`src/rtl/uart_rx_path_if.sv`:
```
// Host-side FIFO read interface of the UART receive path.
interface uart_rx_path_if #(
  parameter int unsigned DBit = 8
);
  logic            read_en;
  logic [DBit-1:0] read_data;
  logic            empty;
  logic            full;

  // Host pops words and watches the flags.
  modport master (
    output read_en,
    input  read_data,
    input  empty,
    input  full
  );

  // Receive path presents the FIFO head and flags.
  modport slave (
    input  read_en,
    output read_data,
    output empty,
    output full
  );
endinterface

```
`src/rtl/uart_rx_path.sv`:
```
// UART receive path: baud-tick timer, 2-flop rx synchronizer, 16x oversampling
// receiver FSM and a first-word-fall-through receive FIFO.
module uart_rx_path #(
  parameter int unsigned Bit      = 10,
  parameter int unsigned DBit     = 8,
  parameter int unsigned StopTick = 16,
  parameter int unsigned Depth    = 8
) (
  input  logic            clk,
  input  logic            rst,
  input  logic [Bit-1:0]  input_number,
  input  logic            rx,
  output logic            frame_err,
  output logic            overrun,
  uart_rx_path_if.slave   rd_if
);

  // s must reach both 15 (data bit) and StopTick-1 (stop bit).
  localparam int unsigned SMax = (StopTick > 16) ? StopTick : 16;
  localparam int unsigned SW   = $clog2(SMax);
  localparam int unsigned NW   = $clog2(DBit);
  localparam int unsigned PW   = $clog2(Depth);
  localparam int unsigned CW   = PW + 1;

  localparam logic [SW-1:0] SMidStart = SW'(7);
  localparam logic [SW-1:0] SLastData = SW'(15);
  localparam logic [SW-1:0] SLastStop = SW'(StopTick - 1);
  localparam logic [NW-1:0] NLast     = NW'(DBit - 1);
  localparam logic [CW-1:0] CntFull   = CW'(Depth);

  typedef enum logic [1:0] {StIdle, StStart, StData, StStop} state_e;

  // ---------------------------------------------------------------------------
  // Baud timer and input synchronizer
  // ---------------------------------------------------------------------------
  logic [Bit-1:0] cnt_q, cnt_d;
  logic           sync1_q, sync2_q;
  logic           s_tick;
  logic           rx_s;

  // Timer wraps at input_number; a new divisor is seen at the next compare.
  always_comb begin
    s_tick = (cnt_q == input_number);
    cnt_d  = s_tick ? '0 : cnt_q + 1'b1;
    rx_s   = sync2_q;
  end

  // Timer count and synchronizer flops; sync resets to line-idle (1).
  always_ff @(posedge clk or posedge rst) begin
    if (rst) begin
      cnt_q   <= '0;
      sync1_q <= 1'b1;
      sync2_q <= 1'b1;
    end else begin
      cnt_q   <= cnt_d;
      sync1_q <= rx;
      sync2_q <= sync1_q;
    end
  end

  // ---------------------------------------------------------------------------
  // Receiver FSM
  // ---------------------------------------------------------------------------
  state_e          state_q, state_d;
  logic [SW-1:0]   s_q, s_d;
  logic [NW-1:0]   n_q, n_d;
  logic [DBit-1:0] shift_q, shift_d;
  logic            rx_done;

  // FSM state and datapath registers.
  always_ff @(posedge clk or posedge rst) begin
    if (rst) begin
      state_q <= StIdle;
      s_q     <= '0;
      n_q     <= '0;
      shift_q <= '0;
    end else begin
      state_q <= state_d;
      s_q     <= s_d;
      n_q     <= n_d;
      shift_q <= shift_d;
    end
  end

  // Next state: sample mid start bit, then every 16 ticks per data bit.
  always_comb begin
    state_d = state_q;
    s_d     = s_q;
    n_d     = n_q;
    shift_d = shift_q;
    unique case (state_q)
      StIdle: begin
        if (!rx_s) begin
          state_d = StStart;
          s_d     = '0;
        end
      end
      StStart: begin
        if (s_tick) begin
          if (s_q == SMidStart) begin
            if (rx_s) begin
              state_d = StIdle;  // glitch shorter than half a bit
            end else begin
              state_d = StData;
              s_d     = '0;
              n_d     = '0;
            end
          end else begin
            s_d = s_q + 1'b1;
          end
        end
      end
      StData: begin
        if (s_tick) begin
          if (s_q == SLastData) begin
            shift_d = {rx_s, shift_q[DBit-1:1]};
            s_d     = '0;
            if (n_q == NLast) begin
              state_d = StStop;
            end else begin
              n_d = n_q + 1'b1;
            end
          end else begin
            s_d = s_q + 1'b1;
          end
        end
      end
      StStop: begin
        if (s_tick) begin
          if (s_q == SLastStop) begin
            state_d = StIdle;
          end else begin
            s_d = s_q + 1'b1;
          end
        end
      end
      default: state_d = StIdle;
    endcase
  end

  // Outputs: done/error strobes on the final stop-bit sample.
  always_comb begin
    rx_done   = 1'b0;
    frame_err = 1'b0;
    if (state_q == StStop && s_tick && s_q == SLastStop) begin
      rx_done   = rx_s;
      frame_err = !rx_s;
    end
  end

  // ---------------------------------------------------------------------------
  // Receive FIFO
  // ---------------------------------------------------------------------------
  logic [DBit-1:0] mem_q [Depth];
  logic [DBit-1:0] mem_d [Depth];
  logic [PW-1:0]   wr_ptr_q, wr_ptr_d;
  logic [PW-1:0]   rd_ptr_q, rd_ptr_d;
  logic [CW-1:0]   count_q, count_d;
  logic            full_q, full_d;
  logic            empty_q, empty_d;
  logic            rd_en, wr_en, at_full;

  // A pop frees the slot in the same clock, so full+read still accepts a write.
  always_comb begin
    at_full  = (count_q == CntFull);
    rd_en    = rd_if.read_en && (count_q != '0);
    wr_en    = rx_done && (!at_full || rd_en);
    overrun  = rx_done && at_full && !rd_en;
    mem_d    = mem_q;
    wr_ptr_d = wr_ptr_q;
    rd_ptr_d = rd_ptr_q;
    count_d  = count_q;
    if (wr_en) begin
      mem_d[wr_ptr_q] = shift_q;
      wr_ptr_d        = wr_ptr_q + 1'b1;
    end
    if (rd_en) begin
      rd_ptr_d = rd_ptr_q + 1'b1;
    end
    case ({wr_en, rd_en})
      2'b10:   count_d = count_q + 1'b1;
      2'b01:   count_d = count_q - 1'b1;
      default: count_d = count_q;
    endcase
    full_d  = (count_d == CntFull);
    empty_d = (count_d == '0);
  end

  // FIFO storage, pointers, count and registered flags.
  always_ff @(posedge clk or posedge rst) begin
    if (rst) begin
      for (int i = 0; i < Depth; i++) begin
        mem_q[i] <= '0;
      end
      wr_ptr_q <= '0;
      rd_ptr_q <= '0;
      count_q  <= '0;
      full_q   <= 1'b0;
      empty_q  <= 1'b1;
    end else begin
      mem_q    <= mem_d;
      wr_ptr_q <= wr_ptr_d;
      rd_ptr_q <= rd_ptr_d;
      count_q  <= count_d;
      full_q   <= full_d;
      empty_q  <= empty_d;
    end
  end

  // Host-facing FIFO view.
  always_comb begin
    rd_if.read_data = mem_q[rd_ptr_q];
    rd_if.full      = full_q;
    rd_if.empty     = empty_q;
  end

endmodule
```
`src/flat_wrapper.sv`:
```
// flat-port wrapper written by rule: the top's interface ports become plain ports
module uart_rx_path_flat 
#(
  parameter int unsigned Bit      = 10,
  parameter int unsigned DBit     = 8,
  parameter int unsigned StopTick = 16,
  parameter int unsigned Depth    = 8
)
  (clk, rst, input_number, rx, frame_err, overrun, rd_if_read_en, rd_if_read_data, rd_if_empty, rd_if_full);
  uart_rx_path_if #(.DBit(DBit)) rd_if_i ();
  input  logic clk;
  input  logic rst;
  input  logic [Bit-1:0] input_number;
  input  logic rx;
  output logic frame_err;
  output logic overrun;
  input wire logic [$bits(rd_if_i.read_en)-1:0] rd_if_read_en;
  output wire logic [$bits(rd_if_i.read_data)-1:0] rd_if_read_data;
  output wire logic [$bits(rd_if_i.empty)-1:0] rd_if_empty;
  output wire logic [$bits(rd_if_i.full)-1:0] rd_if_full;
  assign rd_if_i.read_en = rd_if_read_en;
  assign rd_if_read_data = rd_if_i.read_data;
  assign rd_if_empty = rd_if_i.empty;
  assign rd_if_full = rd_if_i.full;
  uart_rx_path #(.Bit(Bit), .DBit(DBit), .StopTick(StopTick), .Depth(Depth)) u_core (.clk(clk), .rst(rst), .input_number(input_number), .rx(rx), .frame_err(frame_err), .overrun(overrun), .rd_if(rd_if_i));
endmodule
```
`config.mk`:
```
export PLATFORM = sky130hd
export DESIGN_NAME = uart_rx_path_flat
export DESIGN_NICKNAME = d
export VERILOG_FILES = /design/src/rtl/uart_rx_path_if.sv /design/src/rtl/uart_rx_path.sv /design/src/flat_wrapper.sv
export SDC_FILE = /design/constraint.sdc
export NUM_CORES = 1
export LEC_CHECK = 0
export CAP_MARGIN = 20
export CORE_AREA = 2 2 127 179
export CTS_CLUSTER_DIAMETER = 100
export DETAILED_ROUTE_END_ITERATION = 8
export DIE_AREA = 0 0 129 181
export PLACE_DENSITY_LB_ADDON = 0.3
export SLEW_MARGIN = 20
export SYNTH_ARGS = -nofsm -noshare
export SYNTH_HDL_FRONTEND = slang
export SYNTH_SLANG_ARGS = --single-unit
```
`constraint.sdc`:
```
create_clock -name clk -period 3.7 [get_ports clk]
set_input_delay 0.555 -clock clk [delete_from_list [all_inputs] [get_ports clk]]
set_output_delay 0.555 -clock clk [all_outputs]
set_load 0.01 [all_outputs]
```
-- Yosys cells after proc, flatten, opt, wreduce, memory -nomap -nowiden
Index checks and enable logic that the tools add are counted.
- equal/unequal tests: 22
- add/sub/neg operators: 7
- reduce and logical (&&, ||, !) cells: 19
- mux-type cells: 35
- order comparisons: 3
- bitwise logic cells: 2
- operators with widths (kind ; number):
    bitwise mux 64 bit ; 1
    2-to-1 mux 4 bit ; 7
    binary-select mux 8 bit (select 3 bit) ; 1
    demux 8 bit (select 3 bit) ; 1
    2-to-1 mux 8 bit ; 3
    2-to-1 mux 2 bit ; 9
    2-to-1 mux 3 bit ; 6
    case mux 4 bit (4 select lines) ; 1
    inequality test 2 x 1 -> 1 bit (second input constant) ; 7
    equality test 4 bit (second input constant) ; 3
    adder 10 x 1 -> 10 bit (second input constant) ; 1
    equality test 10 bit ; 1
    2-to-1 mux 10 bit ; 1
    adder 3 x 1 -> 3 bit (second input constant) ; 3
    adder 4 x 1 -> 4 bit (second input constant) ; 2
    greater-or-equal comparator 4 bit (second input constant) ; 2
    inequality test 2 bit (second input constant) ; 4
    inverter 3 -> 4 bit ; 2
    case mux 2 bit (4 select lines) ; 1
    case mux 4 bit (2 select lines) ; 1
    AND reduction 8 bit ; 1
    logical AND 1 bit ; 7
    AND reduction 7 bit ; 1
    equality test 2 bit (second input constant) ; 3
    other kinds (15) ; 19
- output and inout bits: 12
- register bits after elaboration: 105
- input port bits: 14
- logic and storage cells: 108

-- Depth between registers and ports, before layout
Gate-level depths: netlist of the first run.
- depth in word-level cells: 8
- depth in mapped cells: 13
- gate-level depth less buffers: 12

-- Least setup slack after synthesis of the first run
Ideal clock, no wire load.
- path kind: input to register
- start: input input_number[3]
- end: register u_core.full_q (netlist: u_core.rd_if.full)
- arrival: 2.806 ns
- path buffers: 1
- cell stages on the path: 13
- setup time: 0.105 ns
- setup slack: 0.788 ns
- required time: 3.595 ns
- cells stage by stage: xnor2_1 -> nand4_1 -> nor3_1 -> buf_2 -> nand3_1 -> ha_1 -> xor2_1 -> ha_1 -> a21oi_1 -> xor2_1 -> nor2_1 -> xor2_1 -> nor4b_1
- word-level cells in the longest chain between the ends: 8
- elaborated cells on any way between the ends: 9
- classes of those cells: eq/ne: 4; mux: 2; reduce/logical: 3
- RTL lines (item ; RTL line ; RTL):
    start, declared ; flat_wrapper.sv:13 ; input logic [Bit-1:0] input_number;
    equality test 10 bit (*) ; uart_rx_path.sv:43 ; s_tick = (cnt_q == input_number);
    logical AND 1 bit (*) (2 in series) ; uart_rx_path.sv:145 ; if (state_q == StStop && s_tick && s_q == SLastStop) begin
    2-to-1 mux 1 bit (*) ; uart_rx_path.sv:145 ;
    logical AND 1 bit (*) ; uart_rx_path.sv:167 ; wr_en = rx_done && (!at_full || rd_en);
    equality test 2 x 1 -> 1 bit / equality test 2 bit (equally long branches) ; uart_rx_path.sv:180 ; case ({wr_en, rd_en})
    case mux 4 bit (2 select lines) (*) ; uart_rx_path.sv:180 ;
    net u_core.count_d[2] ; uart_rx_path.sv:158 ; logic [CW-1:0] count_q, count_d;
    equality test 4 bit (*) ; uart_rx_path.sv:185 ; full_d = (count_d == CntFull);
    net u_core.full_d ; uart_rx_path.sv:159 ; logic full_q, full_d;
    end signal, assigned ; uart_rx_path.sv:205 ; full_q <= full_d;
    end, declared ; uart_rx_path.sv:159 ;
Mark *: on every way through the listed nets, which the timed path passes. The rest lies on a longest branch.
A chain may end at the register's enable or synchronous reset.

-- Final worst setup path of the first run
- start: input input_number[3]
- end: output frame_err
- word-level cells in the longest chain between the ends: 4
- RTL lines (item ; RTL line ; RTL):
    equality test 10 bit ; uart_rx_path.sv:43 ;
    logical AND 1 bit (2 in series) ; uart_rx_path.sv:145 ;
    2-to-1 mux 1 bit ; uart_rx_path.sv:145 ;
    end, declared ; flat_wrapper.sv:15 ; output logic frame_err;
Every way passes these cells.

==> key figures, run 1 <==
Detailed routing
  – Pre-antenna DRT Iters: 4
  – Routed Antenna Nets: 0
  – Post-Route WL: about 11,000 um
  – DRC errors left: 0
  – Avg Vias per Cell: approximately 4.4
  – Drt wl/cell: about 15 um
  – DRT iter0 DRCs: 100
  – Total number of vias: between 3,000 and 4,000

GRT
  – GR Util All Layers: about a tenth
  – Global-route wire length before repair: about 18,000 um
  – Largest net degree at the start of global routing: 63
  – Met2 Track Usage GR: between 15 and 20%
  – Initial antenna violation count: 0
  – GRT overflow: 0
  – Vias in the first global route: around 3,400
  – Met3 Track Usage GR: a little under 2%
  – Global routing usage on met1: 12.41%
  – GRT busiest layer: met2

Hold path
  – HP Class: flip-flop to flip-flop
  – Min-Delay Path Depth: 0

Worst setup path
  – Crit-path max cell delay: roughly 0.58 ns
  – CP Class: input port to primary output
  – Crit path depth: 7
  – R2R cell count: 12
  – Crit-path cells: clkdlybuf4s50_1, xnor2_1, nand4_1, buf_4, or3_1, nor3b_1, clkdlybuf4s50_1
  – CP Max Fanout: 5
  – Critical Path Start Type: input port
  – CP max-delay cell: clkdlybuf4s50_1
  – Arrival time at the worst endpoint: 2.68 ns
  – Bufs and invs on worst path: 3
  – Crit-path leading delay family: buffers and inverters
  – Most used cell, CP: clkdlybuf4s50_1
  – Req. time, crit path: 3.14 ns
  – CP endpoint kind: primary output

Timing
  – Tcrit/Tclk final: 87.51%
  – Final min period: ~3.2 ns
  – Clock Skews: approximately 0.015 ns
  – RSZ-0062 raised after global routing: false
  – Pins Over Slew Limit: 0
  – Hold violation total from the final report: 0
  – Final worst setup slack: ~0.46 ns
  – Slew HR: 45.81%
  – Final setup violation count: 0
  – Fin Setup TNS: 0 ns
  – Measured slew at the worst slew-check pin: approximately 0.81 ns
  – Fmax: 308.8 MHz

Clock network
  – Worst-Skew Late Latency: between 0.3 and 0.4 ns
  – Max clock buf depth: 2
  – CTS tree: yes
  – Root buf cell: clkbuf_16
  – Total CTS buffers: 9
  – Post-CTS Setup Inserts: 0
  – H-Tree Depth: 3
  – Post-CTS sizing: 0
  – Clock sinks: roughly 110
  – Hold_buf cts: 0
  – Clock-pin slew on the worst setup and hold paths: 0.08 ns

Yosys
  – Post-synth top area cell: dfrtp_1
  – Post-synthesis sequential area ratio: 51.06%
  – Largest family of logic cells by synthesized area: multiplexers
  – Post-synth EDFFs: 0
  – Post-synthesis instance area: approximately 0.005 mm^2
  – FFs w/ async S/R, synth: 100.0%
  – Complex-gate fraction of the synthesized area: 2.962%
  – Syn Nets: between 400 and 500
  – Synth Area in Simple Gates: a little under a tenth
  – Synth top area share: 49.53%
  – Synth area leaders: dfrtp_1 50%, mux2_2 19%, mux4_2 7.0%
  – XOR/XNOR Fraction of Synth Area: around 4.6%
  – Seq cells post-synth: ~110
  – Mean Syn Cell Area: about 13 um^2
  – Main synth FF type: dfrtp_1
  – Mux share of post-synthesis cell area: a little over a quarter
  – Yosys Warn Count: 0
  – Distinct cell type count after synthesis: 46
  – Synth Area in Adders: under 10%
  – Post-synthesis instance total: around 390

Place
  – Port Buffers: 25
  – Gpl congestion: between 0.7 and 0.8
  – Detailed placement HPWL: 7391 um
  – DP Area: between 0.005 and 0.006 mm^2
  – Placed instance count: between 600 and 700
  – Place WS: ~0.22 ns

Final layout
  – Post-Layout Cell Count: a little over 700
  – Cell area after layout: 0.006126 mm^2
  – # diodes: 0
  – Fill count: ~2,200
  – Share of cells above drive strength 1: 32.78%
  – Final nets: about 440
  – Area Overhead vs Synth: 18.86%

Run status
  – Run status: completed

Floorplan
  – Core Area: roughly 0.022 mm^2
  – IO Pins: 26
  – Die width: around 130 um
  – Die area: between 0.02 and 0.025 mm^2
  – Die H: about 180 um
  – Initial Util: a little under a quarter
  – Cell Rows: between 60 and 70

Flow run
  – Max-Cap Viols: 0

Power
  – Maximum VDD drop: ~0.00022 V
  – Pwr Density: between 500 and 600 mW/mm^2
  – P_leak: 2.770 nW
[cell usage after synthesis (3+ instances only)]
cell type / count
dfrtp_1: 102
mux2_2: 85
xnor2_1: 20
nor2_1: 17
mux4_2: 16
ha_1: 14
nand2_1: 11
buf_1: 10
nand3_1: 10
inv_1: 9
nor3_1: 7
xor2_1: 7
a21oi_1: 6
and3_1: 6
clkbuf_1: 6
nand4_1: 6
mux2i_1: 4
nor2b_1: 4
or3_1: 4
buf_2: 3
dfstp_2: 3
nor3b_1: 3
o41ai_1: 3
[power by group]
group / internal (mW) / switching [mW] / total (mW) / leakage [nW]
Sequential: 1.27 / 0.175 / 1.45 / 1.41
Clock: 0.552 / 0.488 / 1.04 / 0.161
Combinational: 0.407 / 0.428 / 0.835 / 1.20
[routing by layer]
layer | wire (um) | vias to the layer above
met5 | 0 | -
met4 | 143 | 0
met3 | 268 | 8
met2 | 5708 | 44
met1 | 4921 | 1649
li1 | - | 1463
[path summary, 6_finish.rpt]
check	slack [ns]	endpoint	from
min	0.36	u_core.rx_s$_DFF_PP1_	u_core.sync1_q$_DFF_PP1_
max reg2reg	0.62	u_core.rd_if.full$_DFF_PP0_	u_core.s_q[1]$_DFFE_PP0P_
max	0.46	frame_err	input_number[3]
min reg2reg	0.36	u_core.rx_s$_DFF_PP1_	u_core.sync1_q$_DFF_PP1_
min in group asynchronous	0.71	u_core.shift_q[4]$_DFFE_PP0P_	rst
max in group asynchronous	2.25	u_core.mem_q[0]$_DFFE_PP0P_	rst
[metrics by stage]
step / util (%) / hold slack (ns) / total power, mW
floorplan: - / 0.3452 / 2.082
global placement: 26.71 / 0.3466 / 2.303
detailed placement: 26.71 / 0.3488 / 2.319
CTS: 28.23 / 0.3605 / 3.376
global route: 28.23 / 0.3638 / 3.534
finish: 28.23 / 0.3588 / 3.326
[area by class of cell]
| cell class | instances | area (um^2) | area share, % |
|---|---|---|---|
| multi-input combinational | 253 | 2419 | 39.48 |
| sequential | 105 | 2631 | 42.95 |
| inverter | 9 | 36.28 | 0.5923 |
| clock buffer | 9 | 225.2 | 3.676 |
| tap | 297 | 371.6 | 6.066 |
| clock inverter | 7 | 105.1 | 1.716 |
| timing repair buffer | 35 | 337.8 | 5.515 |
[cells by family (layout without fill, tap and decap cells)]
logic type               count (synthesis)  count (layout)
multiplexers                           105             105
flip-flops                             105             105
AND/OR/NAND/NOR                         86              86
buffers and inverters                   28              60
XOR/XNOR                                27              27
AO/OA/AOI/OAI                           21              21
adder cells (fa/ha/maj)                 14              14
[state kept, by name, summed over array words and instances (netlist names), 3 cells and up, named ones only]
register	cells
u_core.count_q	4
u_core.cnt_q	10
u_core.s_q	4
u_core.rd_ptr_q	3
u_core.mem_q	64
u_core.wr_ptr_q	3
u_core.n_q	3
u_core.shift_q	8
[layout by cell type (no fill, tap or decap), types with 3 or more instances in the layout]
master	Yosys	layout
dfrtp_1	102	102
mux2_2	85	85
clkdlybuf4s50_1	0	25
xnor2_1	20	20
nor2_1	17	17
mux4_2	16	16
ha_1	14	14
nand2_1	11	11
nand3_1	10	10
clkbuf_16	0	9
buf_4	0	9
inv_1	9	8
xor2_1	7	7
nor3_1	7	6
nand4_1	6	6
and3_1	6	6
a21oi_1	6	6
mux2i_1	4	4
or3_1	4	4
nor2b_1	4	4
o41ai_1	3	3
nor3b_1	3	3
inv_8	0	3
dfstp_2	3	3
Power figures use the tool's default switching activity.
==> inputs of run 2 (changes only) <==
CORE_AREA = 2 2 123 185   (was 2 2 127 179)
DIE_AREA = 0 0 125 187   (was 0 0 129 181)
SETUP_SLACK_MARGIN = 0.1   (was default)
==> run 2 against run 1 <==
Effect of this change:
- worst setup slack better by 0.010 ns
- clock skew down 0.0061 ns
- die area up 0.11%
- utilization down 0.61 points
- largest cell class unchanged
==> key figures, run 2 (synthesized netlist as in run 1, its figures left out) <==
Final layout
  – Commonest cells after routing, fill and taps aside: 102 x dfrtp_1, 85 x mux2_2, 25 x clkdlybuf4s50_1
  – Largest register by flop count: u_core.mem_q
  – # diodes: 0 (unchanged)
  – Final core utilization: 27.62% (-0.61 points)
  – Max FFs per register: 64 (unchanged)
  – Share of cells above drive strength 1: 32.61% (-0.16 points)
  – Most common cell after layout, fill and taps aside: dfrtp_1
  – Area Overhead vs Synth: 17.70%
  – Biggest regs: u_core.mem_q (64), u_core.cnt_q (10), u_core.shift_q (8)
  – Final nets: 440 (-0.23%)
  – Fill count: 2,256 (+0.94%)

Flow run
  – Max-Cap Viols: 0 (unchanged)

Detailed routing
  – Total number of vias: 3,131 (-1.0%)
  – Pre-antenna DRT Iters: 4 (unchanged)
  – DRC errors left: 0 (unchanged)
  – Routed Antenna Nets: 0 (unchanged)
  – Post-Route WL: 10,560 um (-4.3%)
  – DRT iter0 DRCs: 107 (+7.0%)
  – Avg Vias per Cell: 4.518 (+2.1%)
  – Drt wl/cell: 15.24 um (-1.3%)

Clock network
  – CTS tree: yes
  – Worst-Skew Late Latency: 0.35 ns (about the same)
  – Clock sinks: 105 (unchanged)
  – Post-CTS sizing: 0 (unchanged)
  – Hold_buf cts: 0 (unchanged)
  – Post-CTS Setup Inserts: 0 (unchanged)
  – H-Tree Depth: 3 (unchanged)
  – Max clock buf depth: 2 (unchanged)
  – Total CTS buffers: 9 (unchanged)
  – Clock-pin slew on the worst setup and hold paths: 0.07 ns (about the same)
  – Root buf cell: clkbuf_16

Worst setup path
  – CP max-delay cell: clkdlybuf4s50_1
  – Critical Path Start Type: input port
  – Arrival time at the worst endpoint: 2.67 ns (about the same)
  – Most used cell, CP: clkdlybuf4s50_1
  – CP Max Fanout: 5 (unchanged)
  – Worst R2R Start: u_core.s_q[0]$_DFFE_PP0P_
  – Crit-path cells: clkdlybuf4s50_1, xnor2_1, nand4_1, buf_4, or3_1, nor3b_1, clkdlybuf4s50_1
  – CP endpoint kind: primary output
  – Crit-path max cell delay: 0.58 ns (about the same)
  – FF-to-FF setup slack: 0.64 ns (+0.02 ns)
  – CP Class: input port to primary output
  – Req. time, crit path: 3.14 ns (about the same)
  – R2R cell count: 12 (unchanged)
  – Worst reg2reg path endpoint: u_core.rd_if.full$_DFF_PP0_

Floorplan
  – Initial Util: 23.46% (-0.28 points)
  – Die width: 125 um (-3.1%)
  – IO Pins: 26 (unchanged)
  – Core Area: 0.02196 mm^2 (+1.2%)
  – Die area: 0.02338 mm^2 (+0.11%)
  – Cell Rows: 67 (+4.7%)
  – Die H: 187 um (+3.3%)

Run status
  – Run status: completed

GRT
  – Largest net degree at the start of global routing: 65 (+3.2%)
  – GR Util All Layers: 9.543% (-0.64 points)
  – Global-route wire length before repair: 17,640 um (-4.1%)
  – Vias in the first global route: 3,299 (-3.5%)
  – Initial antenna violation count: 0 (unchanged)
  – GRT overflow: 0 (unchanged)

Timing
  – Fmax: 309.8 MHz (+0.31%)
  – Clock Skews: 0.009023 ns (-0.006061 ns)
  – RSZ-0062 raised after global routing: false
  – Measured slew at the worst slew-check pin: 0.8209 ns (+0.008097 ns)
  – Slew HR: 45.27% (-0.54 points)
  – Tcrit/Tclk final: 87.24% (-0.27 points)
  – Final setup violation count: 0 (unchanged)
  – Pins Over Slew Limit: 0 (unchanged)
  – Fin Setup TNS: 0 ns (unchanged)
  – Final min period: 3.228 ns (-0.009993 ns)
  – Hold violation total from the final report: 0 (unchanged)

Hold path
  – Min-delay src: u_core.sync1_q$_DFF_PP1_
  – Min-Delay Path Depth: 0 (unchanged)
  – HP Class: flip-flop to flip-flop
  – Hold EP: u_core.rx_s$_DFF_PP1_

Power
  – Maximum VDD drop: 0.0002690 V (+21%)
  – Pwr Density: 540.5 mW/mm^2 (-0.43%)
  – Power Total: 3.279 mW (-1.4%)
  – P_leak: 2.755 nW (-0.54%)

Place
  – Detailed placement HPWL: 7257 um (-1.8%)
  – Gpl congestion: 0.7269 (-0.22%)
  – Port Buffers: 25 (unchanged)
-- run 2: cell count changes in the layout (fill, tap and decap cells not counted) --
cell	previous run	this run
inv_8	3	0
clkinv_2	0	2
clkinv_8	2	0
inv_6	0	2
buf_4	9	8
clkbuf_8	0	1
clkinv_4	1	0
clkinvlp_4	0	1
-- run 2: report_power, final --
group	internal, mW	total (mW)	switching, mW
Clock	0.546	0.976	0.430
Combinational	0.418	0.868	0.450
Sequential	1.28	1.43	0.159
-- run 2: layout make-up --
cell class	count	area (um^2)	share of cell area, %
inverter	9	36.28	0.5982
clock buffer	10	239.0	3.940
tap	276	345.3	5.693
sequential	105	2631	43.38
clock inverter	6	65.06	1.073
timing repair buffer	34	330.3	5.446
multi-input combinational	253	2419	39.87
-- run 2: critical path, delay by kind of cell --
family	cells	cell delay, ns
buffers and inverters	3	1.24
and+or+nand+nor	3	0.76
xor gates and xnor gates	1	0.12
-- run 2: worst max-delay path by stage --
stage / startpoint / to / slack, ns / depth (start not counted)
final: input_number[4] / frame_err / 0.47 / 7
after detailed placement: input_number[4] / u_core.rd_if.full$_DFF_PP0_ / 0.26 / 13
after floorplan: rst / asynchronous set/reset pin / 0.39 / 1
after global placement: input_number[3] / u_core.rd_if.full$_DFF_PP0_ / 0.35 / 13
after global routing: input_number[4] / frame_err / 0.26 / 7
after CTS: input_number[4] / frame_err / 0.45 / 7
-- run 2: metal layers --
metal  global-route usage (%)  part of all wire, %
met1                    11.18                   42
met2                    17.56                   54
met3                    1.659                  2.5
met4                    3.034                  1.4
met5                        0                    0
-- run 2: through the flow --
| stage | hold WS [ns] | cells | cell area [um^2] | setup slack (ns) |
|---|---|---|---|---|
| floorplan | 0.3452 | 386 | 5154 | 0.3894 |
| global placement | 0.3469 | 677 | 5762 | 0.3516 |
| detailed placement | 0.3502 | 677 | 5762 | 0.2580 |
| CTS | 0.3606 | 693 | 6066 | 0.4472 |
| global route | 0.3615 | 693 | 6066 | 0.2566 |
| finish | 0.3591 | 693 | 6066 | 0.4721 |
==> inputs of run 3 (changes only) <==
clock period = 2.7 ns   (was 3.7 ns; I/O delays follow)
==> run 3 against run 2 <==
Effect of this change:
- cell area increased by 9.2%
- final cell count grew 6.6%
- first-iteration DRC count grew 1.9%
- utilization up 2.6 points
- wire length is 9.4% higher
- combinational power up 87%
- via count rose by 6.2%
- critical path type is now flip-flop to flip-flop
- critical endpoint is now u_core.rd_if.full$_DFF_PP0_
- largest cell class unchanged
- largest power group unchanged
- highest routed layer unchanged
==> key figures, run 3 (synthesized netlist as in run 1, its figures left out) <==
Detailed routing
  – Pre-antenna DRT Iters: 5 (+1)
  – DRC errors left: 0 (unchanged)
  – Avg Vias per Cell: 4.501 (-0.38%)
  – Total number of vias: 3,326 (+6.2%)
  – DRT iter0 DRCs: 109 (+1.9%)
  – Post-Route WL: 11,560 um (+9.4%)
  – Drt wl/cell: 15.64 um (+2.6%)
  – Routed Antenna Nets: 0 (unchanged)

Place
  – Port Buffers: 25 (unchanged)
  – Gpl congestion: 0.7551 (+3.9%)
  – Placed instance count: 709 (+4.7%)
  – Detailed placement HPWL: 7774 um (+7.1%)
  – DP Area: 0.006087 mm^2 (+5.6%)
  – Place WS: -0.3804 ns (-0.6384 ns)

Final layout
  – Share of cells above drive strength 1: 42.76% (+10 points)
  – Max FFs per register: 64 (unchanged)
  – Post-Layout Cell Count: 739 (+6.6%)
  – Final nets: 486 (+10%)
  – Largest register by flop count: u_core.mem_q
  – Biggest regs: u_core.mem_q (64), u_core.cnt_q (10), u_core.shift_q (8)
  – Most common cell after layout, fill and taps aside: dfrtp_1
  – Area Overhead vs Synth: 28.57%
  – Cell area after layout: 0.006626 mm^2 (+9.2%)
  – # diodes: 0 (unchanged)
  – Commonest cells after routing, fill and taps aside: 101 x dfrtp_1, 85 x mux2_2, 46 x buf_4

GRT
  – Initial antenna violation count: 0 (unchanged)
  – Vias in the first global route: 3,607 (+9.3%)
  – GR Util All Layers: 10.02% (+0.48 points)
  – Global-route wire length before repair: 18,490 um (+4.8%)
  – GRT overflow: 0 (unchanged)
  – Largest net degree at the start of global routing: 39 (-40%)

Timing
  – Slew HR: 54.65% (+9.4 points)
  – Clock Skews: 0.01207 ns (+0.003048 ns)
  – Tcrit/Tclk final: 96.22%
  – Measured slew at the worst slew-check pin: 0.6788 ns (-0.1421 ns)
  – RSZ-0062 raised after global routing: true
  – Fmax: between 300 and 400 MHz
  – Fin Setup TNS: 0 ns (unchanged)
  – WHS: 0.3588 ns (-0.0002610 ns)
  – Pins Over Slew Limit: 0 (unchanged)
  – Final min period: approximately 2.6 ns
  – Final setup violation count: 0 (unchanged)
  – Hold violation total from the final report: 0 (unchanged)
  – Final worst setup slack: 0.1019 ns (-0.3702 ns)

Floorplan
  – IO Pins: 26 (unchanged)
  – Initial Util: 23.46% (unchanged)
  – Cell Rows: 67 (unchanged)
  – Core Area: 0.02196 mm^2 (unchanged)
  – Die area: 0.02338 mm^2 (unchanged)
  – Die H: 187 um (unchanged)
  – Die width: 125 um (unchanged)

Power
  – Maximum VDD drop: 0.0003310 V (+23%)
  – Pwr Density: 734.7 mW/mm^2 (+36%)
  – P_leak: 3.222 nW (+17%)

Clock network
  – Clock sinks: 105 (unchanged)
  – Clock-pin slew on the worst setup and hold paths: 0.07 ns (about the same)
  – Hold_buf cts: 0 (unchanged)
  – Total CTS buffers: 9 (unchanged)
  – Worst-Skew Late Latency: 0.36 ns (about the same)
  – H-Tree Depth: 3 (unchanged)
  – CTS tree: yes
  – Root buf cell: clkbuf_16
  – Max clock buf depth: 2 (unchanged)

Hold path
  – Min-Delay Path Depth: 0 (unchanged)
  – Hold EP: u_core.rx_s$_DFF_PP1_
  – Min-delay src: u_core.sync1_q$_DFF_PP1_
  – HP Class: flip-flop to flip-flop

Worst setup path
  – CP endpoint kind: flip-flop
  – Arrival time at the worst endpoint: 2.86 ns (+0.19 ns)
  – R2R cell count: 10 (-2)
  – Critical Path Start Type: flip-flop
  – Critical path startpoint: u_core.count_q[1]$_DFF_PP0_
  – Worst reg2reg path endpoint: u_core.rd_if.full$_DFF_PP0_
  – Req. time, crit path: 2.97 ns (-0.17 ns)
  – CP Max Fanout: 3 (-2)
  – CP Class: flip-flop to flip-flop
  – Worst R2R Start: u_core.count_q[1]$_DFF_PP0_
  – FF-to-FF setup slack: 0.10 ns (-0.54 ns)

Flow run
  – Max-Cap Viols: 0 (unchanged)

Run status
  – Run status: completed
## run 3: worst max-delay path, stage by stage, from the launching register on
cell      delay, ns
dfrtp_1        0.38
or3_4          0.39
or3_4          0.36
nand3_4        0.10
ha_4           0.15
buf_4          0.13
nand2b_1       0.06
a21o_1         0.20
a2111o_1       0.41
o311ai_4       0.10
nor4b_2        0.23
## run 3: how the worst max path moves through the flow
stage / end / slack (ns)
after floorplan: u_core.rd_if.full$_DFF_PP0_ / 0.13
after global placement: u_core.rd_if.full$_DFF_PP0_ / -0.34
after detailed placement: u_core.rd_if.empty$_DFF_PP1_ / -0.38
after CTS: rd_if_read_data[6] / 0.02
after global routing: u_core.rd_if.full$_DFF_PP0_ / -0.01
final: u_core.rd_if.full$_DFF_PP0_ / 0.10
## run 3: final cells by class
type | count | area [um^2]
multi-input combinational | 253 | 2532
fill | 2244 | 15340
sequential | 105 | 2633
inverter | 9 | 37.54
clock inverter | 7 | 80.08
timing repair buffer | 80 | 773.2
tap | 276 | 345.3
clock buffer | 9 | 225.2
## run 3: report_power, final
| group | leakage (nW) | switching [mW] | internal, mW |
|---|---|---|---|
| registers | 1.41 | 0.182 | 1.75 |
| logic | 1.67 | 0.777 | 0.839 |
| clock network | 0.146 | 0.660 | 0.661 |
| total | 3.22 | 1.62 | 3.25 |
## run 3: timing repair
| action | 4_1_cts | 5_1_grt |
|---|---|---|
| cloned | 0 | 1 |
| hold endpoints to repair | 0 | 0 |
| buffers inserted | 6 | 7 |
| resized for setup | 20 | 19 |
| endpoints found under the setup margin | 13 | 13 |
| pin swaps | 10 | 7 |
## run 3: per-layer routing
metal  vias up  GRT usage [%]  share of wire [%]
li1       1555              -                  -
met1      1720          11.10                 41
met2        31          18.37                 55
met3        20          1.516                1.6
met4         0          5.171                2.5
met5         -              0                  0
## run 3: per-stage QoR
step,utilization [%],total power [mW]
finish,30.17,4.868
global route,30.17,5.167
CTS,29.51,4.813
detailed placement,27.71,3.397
global placement,27.71,3.349
floorplan,-,2.870
==> variant 1, RTL diff (settings of run 2) <==
Encoding of `state_e`: now Gray code (2 bits for 4 states).
--- a/src/rtl/uart_rx_path.sv
+++ b/src/rtl/uart_rx_path.sv
@@ -28,7 +28,7 @@
   localparam logic [NW-1:0] NLast     = NW'(DBit - 1);
   localparam logic [CW-1:0] CntFull   = CW'(Depth);
 
-  typedef enum logic [1:0] {StIdle, StStart, StData, StStop} state_e;
+  typedef enum logic [1:0] {StIdle = 2'b00, StStart = 2'b01, StData = 2'b11, StStop = 2'b10} state_e;
 
   // ---------------------------------------------------------------------------
   // Baud timer and input synchronizer
Check against the original RTL: same outputs for any inputs over 10 cycles, from zero or initial values and one cycle with rst high; not proved beyond that.
==> variant 1 against run 2 <==
- utilization grew 0.43 points
- highest routed layer unchanged
- design area increased by 1.5%
- global-route usage up 0.57 points
- worst setup slack got worse by 0.0097 ns
- sequential cell count unchanged
- clock skew increased by 0.00058 ns
- routed wire length is 6.4% higher
- synthesized area increased by 2.5%
Power is not compared: it rests on default switching activity, and its combinational part moved more than twofold at a synthesized area within 25%.
==> variant 1: results (changes against run 2) <==
status=finished clean (unchanged); register area share after synthesis=49.8% (was 51.1%); Vias=3,109 (was 3,131); Non-Filler Instances=685 (was 693); leakage power=2.80 nW; RR Endpoint=u_core.rd_if.empty (was u_core.rd_if.full); Critical-path top delay cell=clkdlybuf4s50_1 (unchanged); R2R Setup Slk=0.59 ns (was 0.64 ns); sum of net half-perimeters after detailed placement=7.63 mm (was 7.26 mm); first-pass GRT wire length=18.5 mm (was 17.6 mm); # placed instances=669 (was 677); biggest regs=u_core.mem_q: 64 flops, u_core.cnt_q: 10 flops, u_core.shift_q: 8 flops (unchanged); Place WS=0.143 ns (was 0.258 ns); post_cts resized=0 (unchanged); Detailed Route WL=11.2 mm (was 10.6 mm); gr usage total=10.1% (was 9.54%); Synth cell types=54 (was 46); vias in the first global route=3,299 (unchanged); CP Max Fanout=5 (unchanged); R2R depth=12 (unchanged); initial drt markers=104 (was 107); worst relative slew slack=53.3% (was 45.3%); Mapped Nets=403 (was 414); period utilization=87.5% (was 87.2%); Hold Slack=0.357 ns (was 0.359 ns); Synth Area per Inst=13.9 um2 (was 13.4 um2); CP max stage delay=0.42 ns (was 0.58 ns); ranking of synthesized cells by area=dfrtp_1 48%, mux2_2 11%, mux2_4 8.2% (was dfrtp_1 50%, mux2_2 19%, mux4_2 7.0%); fin nets=427 (was 440); Worst Clk Skew=0.00960 ns (was 0.00902 ns); HP Class=reg2reg (unchanged); H-tree Lvls=3 (unchanged); share of layout cells above drive strength 1=34.5% (was 32.6%); Clock Path Buffers=2 (unchanged); final weighted congestion in routability-driven placement=0.798 (was 0.727); synth cell count leaders=102 x dfrtp_1, 51 x mux2_2, 29 x mux2_4 (was 102 x dfrtp_1, 85 x mux2_2, 20 x xnor2_1); Post-Place Cell Area=5850 um2 (was 5760 um2); WHS Endpoint=u_core.rx_s (unchanged); CTS buffer count=9 (unchanged); Slew Viols, Final=0 (unchanged); Post-synth top flop=dfrtp_1 (unchanged); largest net degree at the start of global routing=54 (was 65); VDD IR-drop max=0.248 mV; reg2reg start=u_core.count_q[1] (was u_core.s_q[0]); WP data arrival=3.48 ns (was 2.67 ns); clk slew on worst S/H paths=0.07 ns (about the same)
==> variant 1: layout make-up <==
cell class / count / area, um2
fillers: 2275 / 15800
flip-flops and latches: 105 / 2630
multi-input cells: 244 / 2500
well taps: 276 / 345
repair buffers: 35 / 338
clock buffers: 10 / 229
clock inverters: 6 / 76.3
inverters: 9 / 36.3
==> variant 1: routing by layer <==
metal	track usage (%)	share of wire (%)	routed length, um
met1	13.0	46	5130
met2	16.8	50	5610
met3	2.29	2.9	330
met4	3.33	1.5	165
met5	0	0	0
==> variant 1: cell families after synthesis <==
family                   Yosys count  share of synthesized area [%]
AND/OR/NAND/NOR                   78                           9.97
adder cells (fa/ha/maj)            9                           2.13
AO/OA/AOI/OAI                     28                           3.55
multiplexers                     101                           26.9
buffers and inverters             31                           2.84
XOR/XNOR                          28                           4.78
flip-flops                       105                           49.8
==> variant 1: how the worst max path moves through the flow <==
stage | start | end | cells after the start
floorplan | rst | u_core.cnt_q[0] | 1
global placement | input_number[8] | u_core.rd_if.empty | 14
detailed placement | input_number[8] | u_core.rd_if.empty | 14
CTS | input_number[8] | overrun | 6
global route | input_number[8] | u_core.rd_if.empty | 14
finish | input_number[8] | u_core.rd_if.empty | 14
==> variant 1: where the power goes <==
group | total [mW] | internal, mW | switching [mW]
sequential | 1.28 | 1.20 | 0.0803
clock | 0.990 | 0.536 | 0.454
combinational | 0.219 | 0.108 | 0.111
total | 2.48 | 1.84 | 0.645
==> variant 1: worst max-delay path: cells and delay by family <==
kind	cells	cell delay, ns
buffers and inverters	2	0.60
AOI/OAI and AO/OA	1	0.14
and+or+nand+nor	5	0.99
xor gates and xnor gates	4	0.72
adders and majority gates	2	0.46
==> variant 1: stage by stage <==
stage	power [mW]	util (%)
4_1_cts	2.52	28.0
3_5_place_dp	1.52	26.7
2_1_floorplan	1.45	-
6_report	2.48	28.0
3_3_place_gp	1.52	26.7
5_1_grt	2.62	28.0
==> variant 2, RTL diff (flow settings as in run 2) <==
Without the edit above. `DBit` is set to 8 in 3 places; all go to 16.
--- a/src/rtl/uart_rx_path_if.sv
+++ b/src/rtl/uart_rx_path_if.sv
@@ -1,6 +1,6 @@
 // Host-side FIFO read interface of the UART receive path.
 interface uart_rx_path_if #(
-  parameter int unsigned DBit = 8
+  parameter int unsigned DBit = 16
 );
   logic            read_en;
   logic [DBit-1:0] read_data;
--- a/src/rtl/uart_rx_path.sv
+++ b/src/rtl/uart_rx_path.sv
@@ -2,7 +2,7 @@
 // receiver FSM and a first-word-fall-through receive FIFO.
 module uart_rx_path #(
   parameter int unsigned Bit      = 10,
-  parameter int unsigned DBit     = 8,
+  parameter int unsigned DBit     = 16,
   parameter int unsigned StopTick = 16,
   parameter int unsigned Depth    = 8
 ) (
--- a/src/flat_wrapper.sv
+++ b/src/flat_wrapper.sv
@@ -2,7 +2,7 @@
 module uart_rx_path_flat 
 #(
   parameter int unsigned Bit      = 10,
-  parameter int unsigned DBit     = 8,
+  parameter int unsigned DBit     = 16,
   parameter int unsigned StopTick = 16,
   parameter int unsigned Depth    = 8
 )
Interface: changed (resized rd_if_read_data); port bits go from 26 to 34. No check against the original RTL was run, so the function may have changed too.
==> variant 2 against run 2 <==
- worst setup slack lost 0.042 ns
- via count up 54%
- non-clock buffer count is 19 higher
- synthesized area increased by 66%
- design area increased by 62%
- routed wire length grew 64%
- first-iteration DRC count increased by 110%
- sequential cell count rose by 73
- power rose by 24%
- worst hold slack better by 0.0019 ns
- register-to-register slack worse by 0.10 ns
- largest cell class unchanged
- largest power group unchanged
- highest routed layer unchanged
==> variant 2: results (changes against run 2) <==
status=finished clean (unchanged); DR WL met2=9.08 mm (was 5.73 mm); Post-Place Cell Area=9200 um2 (was 5760 um2); drt wl/cell=19.2 um (was 15.2 um); Mapped Nets=615 (was 414); H-tree Lvls=4 (was 3); # port buffers=33 (was 25); leakage power=4.59 nW (was 2.75 nW); share of layout cells above drive strength 1=40.3% (was 32.6%); ranking of synthesized cells by area=dfrtp_1 51%, mux2_2 17%, mux4_2 8.4% (was dfrtp_1 50%, mux2_2 19%, mux4_2 7.0%); WP data arrival=2.71 ns (was 2.67 ns); Vias=4,827 (was 3,131); WL met3=384 um (was 260 um); Filler cells=1,976 (was 2,256); M3 GR Usage=3.49% (was 1.66%); met1 usage=19.0% (was 11.2%); Met1 Wirelength=7.34 mm (was 4.42 mm); Place WS=0.0128 ns (was 0.258 ns); Hold Slack=0.361 ns (was 0.359 ns); NetSw=909 uW (was 1.04 mW); vias in the first global route=5,451 (was 3,299); gr usage total=15.7% (was 9.54%); R2R Setup Slk=0.54 ns (was 0.64 ns); # placed instances=870 (was 677); CP Max Fanout=21 (was 5); worst-skew pair later-pin latency=0.44 ns (was 0.35 ns); Synth cell types=50 (was 46); Vias/cell=5.35 (was 4.52); largest net degree at the start of global routing=101 (was 65)
## variant 2: changes by cell type after synthesis, moves of 6 or more
cell	run 2	this run
dfrtp_1	102	175
mux2_2	85	129
mux2_4	0	30
mux4_2	16	32
clkbuf_1	6	15
buf_1	10	18
inv_1	9	15
## variant 2: worst max path at each step
stage | slack [ns] | start | to | cells after the start
floorplan | 0.60 | input_number[8] | u_core.rd_if.empty | 14
global placement | 0.15 | input_number[8] | u_core.rd_if.empty | 14
detailed placement | 0.01 | input_number[8] | u_core.rd_if.empty | 13
CTS | 0.18 | u_core.rd_ptr_q[0] | rd_if_read_data[15] | 4
global route | 0.18 | u_core.s_q[0] | u_core.rd_if.empty | 12
finish | 0.43 | u_core.rd_ptr_q[0] | rd_if_read_data[15] | 4
## variant 2: cell families after synthesis
group                    after synthesis  share of synthesized area (%)
adder cells (fa/ha/maj)               13                           1.90
AO/OA/AOI/OAI                         34                           2.81
XOR/XNOR                              28                           2.87
buffers and inverters                 62                           3.74
flip-flops                           178                           52.1
multiplexers                         197                           31.4
AND/OR/NAND/NOR                       76                           5.15
## variant 2: worst max-delay path: stages, from the launching register on
cell	delay, ns
dfrtp_4	0.70
buf_4	0.29
mux4_2	0.51
mux2_2	0.29
clkdlybuf4s50_1	0.48
## variant 2: final cells by class
| class | count | area (um2) | share of cell area, % |
|---|---|---|---|
| clock buffers | 20 | 457 | 4.65 |
| flip-flops and latches | 178 | 4460 | 45.4 |
| inverters | 15 | 60.1 | 0.612 |
| repair buffers | 53 | 556 | 5.66 |
| well taps | 276 | 345 | 3.52 |
| multi-input cells | 348 | 3780 | 38.5 |
| clock inverters | 12 | 155 | 1.58 |
## variant 2: repair_timing
action	CTS	global route
resized for setup	0	1
setup endpoints to repair	0	2
hold buffers	0	0
